--- src/rtl/note_draw_controller.sv ---
// note_draw_controller: rasterises the note lane into filled squares, one pixel per cycle.
module note_draw_controller #(
  parameter int NUM_NOTES = 10,
  parameter int SQUARE_SIZE = 5,
  parameter int X_ORIGIN = 0,
  parameter int Y_ORIGIN = 0,
  parameter logic [2:0] NOTE_COLOUR = 3'b100,
  parameter logic [2:0] BG_COLOUR = 3'b000
) (
  input  logic                 clock,
  input  logic                 reset,
  input  logic                 start,
  input  logic                 stall,
  input  logic [NUM_NOTES-1:0] notes,
  output logic [7:0]           x,
  output logic [6:0]           y,
  output logic [2:0]           colour,
  output logic                 plot,
  output logic                 busy,
  output logic                 done
);
  localparam int SW = NUM_NOTES > 1 ? $clog2(NUM_NOTES) : 1;
  localparam int PW = SQUARE_SIZE > 1 ? $clog2(SQUARE_SIZE) : 1;
  typedef enum logic [1:0] {IDLE, DRAW, DONE} state_t;
  state_t state, state_d;
  logic [SW-1:0] slot, slot_d;
  logic [PW-1:0] px, px_d, py, py_d;
  logic [NUM_NOTES-1:0] notes_q, notes_d;
  logic [7:0] x_d;
  logic [6:0] y_d;
  logic [2:0] colour_d;
  logic plot_d, busy_d, done_d, px_end, py_end, last;
  // Counters name the pixel currently on the outputs; a non-stalled edge retires it.
  always_comb begin
    px_end = px == PW'(SQUARE_SIZE - 1);
    py_end = py == PW'(SQUARE_SIZE - 1);
    last = px_end && py_end && slot == SW'(NUM_NOTES - 1);
    state_d = state;
    slot_d = slot;
    px_d = px;
    py_d = py;
    notes_d = notes_q;
    plot_d = 1'b0;
    case (state)
      IDLE: if (start) begin
        state_d = DRAW;
        notes_d = notes;
        slot_d = '0;
        px_d = '0;
        py_d = '0;
        plot_d = 1'b1;
      end
      DRAW: if (!stall) begin
        if (last) state_d = DONE;
        else begin
          px_d = px_end ? '0 : px + 1'b1;
          py_d = px_end ? (py_end ? '0 : py + 1'b1) : py;
          slot_d = px_end && py_end ? slot + 1'b1 : slot;
          plot_d = 1'b1;
        end
      end
      default: state_d = IDLE;
    endcase
    busy_d = state_d == DRAW;
    done_d = state_d == DONE;
    x_d = plot_d ? 8'(X_ORIGIN + int'(slot_d) * SQUARE_SIZE + int'(px_d)) : x;
    y_d = plot_d ? 7'(Y_ORIGIN + int'(py_d)) : y;
    colour_d = plot_d ? (notes_d[slot_d] ? NOTE_COLOUR : BG_COLOUR) : colour;
  end
  always_ff @(posedge clock) begin
    if (reset) begin
      state <= IDLE;
      slot <= '0;
      px <= '0;
      py <= '0;
      notes_q <= '0;
      x <= '0;
      y <= '0;
      colour <= BG_COLOUR;
      plot <= 1'b0;
      busy <= 1'b0;
      done <= 1'b0;
    end else begin
      state <= state_d;
      slot <= slot_d;
      px <= px_d;
      py <= py_d;
      notes_q <= notes_d;
      x <= x_d;
      y <= y_d;
      colour <= colour_d;
      plot <= plot_d;
      busy <= busy_d;
      done <= done_d;
    end
  end
endmodule

--- config.mk ---
export PLATFORM = sky130hd
export DESIGN_NAME = note_draw_controller
export DESIGN_NICKNAME = d
export VERILOG_FILES = /design/src/rtl/note_draw_controller.sv
export SDC_FILE = /design/constraint.sdc
export NUM_CORES = 1
export LEC_CHECK = 0
export ABC_AREA = 1
export BUFFER_PORTS_ARGS = -buffer_cell sky130_fd_sc_hd__buf_2
export CORE_MARGIN = 1
export CORE_UTILIZATION = 47
export CTS_CLUSTER_SIZE = 30
export DETAILED_ROUTE_END_ITERATION = 16
export PLACE_DENSITY = 0.69
export SLEW_MARGIN = 20
export SYNTH_ARGS = -nofsm -noshare
export SYNTH_HDL_FRONTEND = slang
export SYNTH_SLANG_ARGS = --single-unit
export TNS_END_PERCENT = 30
--- constraint.sdc ---
create_clock -name clock -period 3 [get_ports clock]
set_input_delay 0 -clock clock [delete_from_list [all_inputs] [get_ports clock]]
set_output_delay 0 -clock clock [all_outputs]
set_load 0.03 [all_outputs]
==> results.toml, run 1 <==
[sta]
hold_violations = 0
finClkSkew_ns = 0.00267
fin_crit_ns = 2.86
worst_pin_slew_ns = 0.555
clock.fmax_ghz = 0.350
setup_viol = 0
rsz0062_at_grt = "no"
period_share_pct = 95.2
drv_slew = 0
postLayoutSetupSlackWorst_ns = 0.145
setup_tns_ns = 0
slew_headroom_pct = 62.6

[critical_path]
worst_ep_required_time_ns = 3.16
ff2ff_setup_slack_ns = 0.14
critPathMaxFanout = 5
cp-start-kind = "flip-flop"
worst_setup_path_startpoint = "py[0]"
end_kind = "flip-flop"
max_stage_delay_ns = 0.37
critical_path.endpoint = "x[5]"
crit_type = "flip-flop to flip-flop"
critical_path_arrival_ns = 3.01
r2r_end = "x[5]"
crit_chain = "inv_1 > ha_4 > nand2_4 > nor2_8 > buf_4 > nand4_4 > nand2_4 > inv_2 > ha_1 > ha_1 > fa_2 > a21oi_2 > o21ai_1 > xnor2_1 > a211oi_2"
r2r_cells = 15
r2r_start = "py[0]"
slowest_stage = "fa_2"

[floorplan]
num_rows = 23
io_pins = 35
initial_core_util_pct = 50.7
die_w_um = 68.9
die_area_um2 = 4740
die_h_um = 68.9
core-area_um2 = 4140

[pwr]
pwr-share-seq_pct = 48.4
p_per_area_nw_per_um2 = 426
power_frac_comb_pct = 16.7
power.internal_mw = 0.763
ir_drop_v = 0.000337
switching_share_pct = 28.4
pwr-share-clk_pct = 34.9
p_leak_nw = 1.25
power_mw = 1.06
p_sw_mw = 0.302

[cells_and_area]
layout-drive-gt1-share_pct = 25.9
fillers = 397
final_cell_mix = "40 x nand2_1, 34 x dfxtp_1, 32 x nor2_1"
area_growth_pct = 18.9
fin_nets = 349
n_antenna_cell = 0
final_common_cell = "nand2_1"
final_util_pct = 60.3

[clock_tree]
htreeDepth = 2
max-clock-path-buffers = 2
cts_tree = "yes"
clk_pin_slew_ns = 0.07
cts_made_buffers = 5
clock_sinks = 36
cts_hold_buffers = 0
root_buffer = "clkbuf_8"
insertion_delay_ns = 0.29

[grt]
met1_usage_pct = 29.3
grt_use_met2_pct = 37.4
grt_pass1_vias = 1693
grt_pass1_wl_mm = 7.78
grt_usage_pct = 23.0
grt.overflow.total = 0
grt_max_degree = 25
antenna_found_initial = 0
grtUsageMet3_pct = 4.93
top_usage_layer = "met2"

[synth]
ys_types = 33
syn-cell-area_um2 = 2100
postSynthCellCount = 277
ys_ff_latch = 36
synth.yosys.warnings = 0
synth_area_per_cell_um2 = 7.58
ys_seq_area_share_pct = 34.3

[hold_path]
hold_class = "input pin to flip-flop"
hold_depth = 3

[placed_design]
routabilityCongestion = 0.836
pre_cts_slack_ns = -0.0432
port-buffer-count = 27
dpl.hpwl_mm = 3.40

[detailed_routing]
wl_per_cell_um = 12.7
first_iter_violations = 122
via_count = 1854
via_per_inst = 5.07
wirelength_mm = 4.67
route.detailed.drc = 0
drt-pass1-iter-count = 4
ant_nets = 0

[status]
status = "finished clean"

[run]
maxCapViolations = 0
layout make-up:
| type | count | area [um^2] | area share, % |
|---|---|---|---|
| multi-input cells | 199 | 1260 | 50.4 |
| flip-flops and latches | 36 | 723 | 29.0 |
| repair buffers | 39 | 225 | 9.02 |
| inverters | 35 | 131 | 5.26 |
| clock buffers | 7 | 96.3 | 3.86 |
| well taps | 50 | 62.6 | 2.51 |
worst min path at each step:
stage / start / end / slack [ns]
after floorplan: reset / x[5] / 0.07
after global placement: notes[7] / notes_q[7] / 0.29
after detailed placement: notes[3] / notes_q[3] / 0.31
after CTS: notes[7] / notes_q[7] / 0.004
after global routing: notes[8] / notes_q[8] / 0.04
final: notes[7] / notes_q[7] / 0.003
layer usage:
layer  wire, um  vias up
met5          0        -
met4         90        0
met3        189        8
met2       2180       42
met1       2200      842
li1           -      962
flip-flops by register name (all words and copies together) (netlist names):
name / cells
busy: 1
colour: 1
done: 1
notes_q: 10
plot: 1
px: 3
py: 3
slot: 4
state: 2
x: 7
y: 3
per-stage QoR:
stage                     cells  hold WS (ns)  area [um^2]
after floorplan             283        0.0730         2120
after global placement      354         0.295         2290
after detailed placement    354         0.305         2290
after CTS                   363       0.00360         2410
after global routing        366        0.0412         2500
final                       366       0.00280         2500
critical path: cells and delay by family (launching register included):
family	cells	cell delay, ns
adders and majority gates	4	1.14
and+or+nand+nor	4	0.46
DFF	1	0.32
buffers and inverters	3	0.32
AOI/OAI and AO/OA	3	0.30
xor gates and xnor gates	1	0.17
power by group through the flow:
stage	combinational [mW]	sequential (mW)	clock [mW]
4_1_cts	0.175	0.516	0.378
2_1_floorplan	0.111	0.551	0
5_1_grt	0.201	0.519	0.393
3_3_place_gp	0.173	0.526	0
3_5_place_dp	0.173	0.526	0
6_report	0.178	0.516	0.372
kinds of logic (layout without fill, tap and decap cells):
family | count (synthesis) | after routing | share of synthesized area (%)
simple gates | 123 | 123 | 30.0
buf+inv | 48 | 81 | 10.1
compound gates | 46 | 46 | 12.0
flops | 36 | 36 | 34.3
fa+ha+maj | 19 | 19 | 11.7
xor+xnor | 4 | 4 | 1.67
other cells | 1 | 7 | 0.179
what timing repair did:
action / 4_1_cts / 5_1_grt
endpoints found under the setup margin: 1 / 3
setup buffers: 2 / 3
gates resized for setup: 2 / 17
pin swaps: 2 / 7
endpoints found under the hold margin: 0 / 0
synth_stat cells (all sizes together):
cell,number,area share (%)
clkbuf,3,0.54
o21ai,27,6.4
dfxtp,36,34
nand3b,1,0.36
xnor2,2,0.83
a21oi,11,2.6
buf,10,3.3
inv,35,6.3
a211oi,1,0.60
or2,5,1.5
fa,1,0.95
ha,18,11
nand2,48,10
xor2,2,0.83
nor3,4,0.95
nand3,23,6.4
conb,1,0.18
a21o,1,0.36
o31ai,1,0.36
o211ai,3,1.1
nand4,3,1.6
nor2,39,8.7
a31oi,2,0.60
No activity file was read; power rests on OpenSTA's default activity.
==> inputs of run 2 (changes only) <==
Settings changed: PLACE_DENSITY 0.69 to unset, PLACE_DENSITY_LB_ADDON set to 0.05, SKIP_CTS_REPAIR_TIMING set to 1.
==> results.toml, run 2 (synthesis gave the netlist of run 1 again) <==
[floorplan]
die_h_um = 68.9
die_w_um = 68.9
io_pins = 35
die_area_um2 = 4740
core-area_um2 = 4140
initial_core_util_pct = 50.7
num_rows = 23

[cells_and_area]
final_cell_mix = "40 x nand2_1, 36 x dfxtp_1, 33 x nor2_1"
n_antenna_cell = 0
regArea_um2 = 721
final-instance-count-excl-fill = 374
fillers = 397
largest_reg_flops = 10
multi_input_area_um2 = 1230
fin_area_um2 = 2510
area_growth_pct = 19.5
regMostFlops = "notes_q"
layout-drive-gt1-share_pct = 25.3
reg_top3 = "notes_q x10, x x7, slot x4"
final_util_pct = 60.6
final_common_cell = "nand2_1"
fin_nets = 357

[critical_path]
worst_ep_required_time_ns = 3.16
ff2ff_setup_slack_ns = 0.17
r2r_cells = 16
crit_type = "flip-flop to flip-flop"
critical_path.endpoint = "x[5]"
end_kind = "flip-flop"
worst_setup_path_startpoint = "py[0]"
critPathMaxFanout = 4
r2r_end = "x[5]"
cp-start-kind = "flip-flop"
critical_path_arrival_ns = 2.98
r2r_start = "py[0]"

[detailed_routing]
via_per_inst = 4.88
first_iter_violations = 87
ant_nets = 0
drt-pass1-iter-count = 4
route.detailed.drc = 0
via_count = 1825
wl_per_cell_um = 11.9
wirelength_mm = 4.47

[grt]
grt.overflow.total = 0
grt_pass1_wl_mm = 7.40
antenna_found_initial = 0
grt_max_degree = 25
grt_pass1_vias = 1610
grt_usage_pct = 21.5

[sta]
fin_crit_ns = 2.83
hold_violations = 0
clock.fmax_ghz = 0.354
postLayoutSetupSlackWorst_ns = 0.174
period_share_pct = 94.2
drv_slew = 0
timing.hold.ws_ns = 0.00436
finClkSkew_ns = 0.00371
setup_viol = 0

[pwr]
ir_drop_v = 0.000247
p_per_area_nw_per_um2 = 408
p_leak_nw = 1.28

[clock_tree]
root_buffer = "clkbuf_8"
cts_made_buffers = 5
htreeDepth = 2
clock_sinks = 36
insertion_delay_ns = 0.29
clk_pin_slew_ns = 0.07
max-clock-path-buffers = 2
cts_tree = "yes"

[status]
status = "finished clean"

[placed_design]
placed_cells = 364
routabilityCongestion = 0.836
dpl.hpwl_mm = 3.36
pre_cts_slack_ns = 0.0300
port-buffer-count = 27
postPlaceCellArea_um2 = 2370

[run]
maxCapViolations = 0

[hold_path]
hold_class = "input pin to flip-flop"
[run 2: cell count changes in the layout (fill, tap and decap cells not counted), moves of 2 or more]
cell	previous run	this run
clkbuf_8	7	5
nor2_4	2	4
dfxtp_2	2	0
nor2_2	4	1
buf_4	12	20
dfxtp_1	34	36
[run 2: through the flow]
step           total power [mW]   TNS [ns]
6_report                   1.02          0
3_5_place_dp              0.704          0
4_1_cts                    1.03          0
5_1_grt                    1.08  -0.000595
3_3_place_gp              0.703          0
2_1_floorplan             0.661          0
[run 2: worst min-delay path by stage]
| stage | depth (start not counted) | slack [ns] | to | startpoint |
|---|---|---|---|---|
| floorplan | 1 | 0.07 | x[5] | reset |
| global placement | 3 | 0.30 | notes_q[7] | notes[7] |
| detailed placement | 3 | 0.31 | notes_q[7] | notes[7] |
| CTS | 3 | 0.005 | notes_q[7] | notes[7] |
| global route | 3 | 0.02 | notes_q[8] | notes[8] |
| finish | 3 | 0.004 | notes_q[7] | notes[7] |
[run 2: cell type report]
type / instances / area share, %
clock buffers: 6 / 2.89
flip-flops and latches: 36 / 28.7
repair buffers: 47 / 11.4
clock inverters: 1 / 0.199
well taps: 50 / 2.49
multi-input cells: 199 / 49.1
inverters: 35 / 5.23
[run 2: metal layers]
layer / track usage (%) / wire (um) / vias to the layer above
met5: 0 / 0 / -
met4: 9.18 / 83 / 0
met3: 4.44 / 200 / 8
met2: 32.5 / 1930 / 40
met1: 29.4 / 2260 / 798
li1: - / - / 979
[run 2: critical path, cell delays in order (launching register included)]
cell	delay [ns]
dfxtp_1	0.32
inv_1	0.07
ha_2	0.18
nand2_2	0.09
nor2_8	0.12
buf_4	0.13
nand3_2	0.11
nand2_2	0.10
inv_2	0.04
nor2_4	0.15
ha_1	0.25
ha_1	0.30
ha_1	0.33
a21oi_1	0.07
o21ai_0	0.18
xnor2_1	0.16
a211oi_2	0.08
[run 2: power by group]
group          total [mW]  internal, mW  switching [mW]
registers           0.515         0.504          0.0108
logic               0.181        0.0577           0.124
clock network       0.329         0.158           0.171
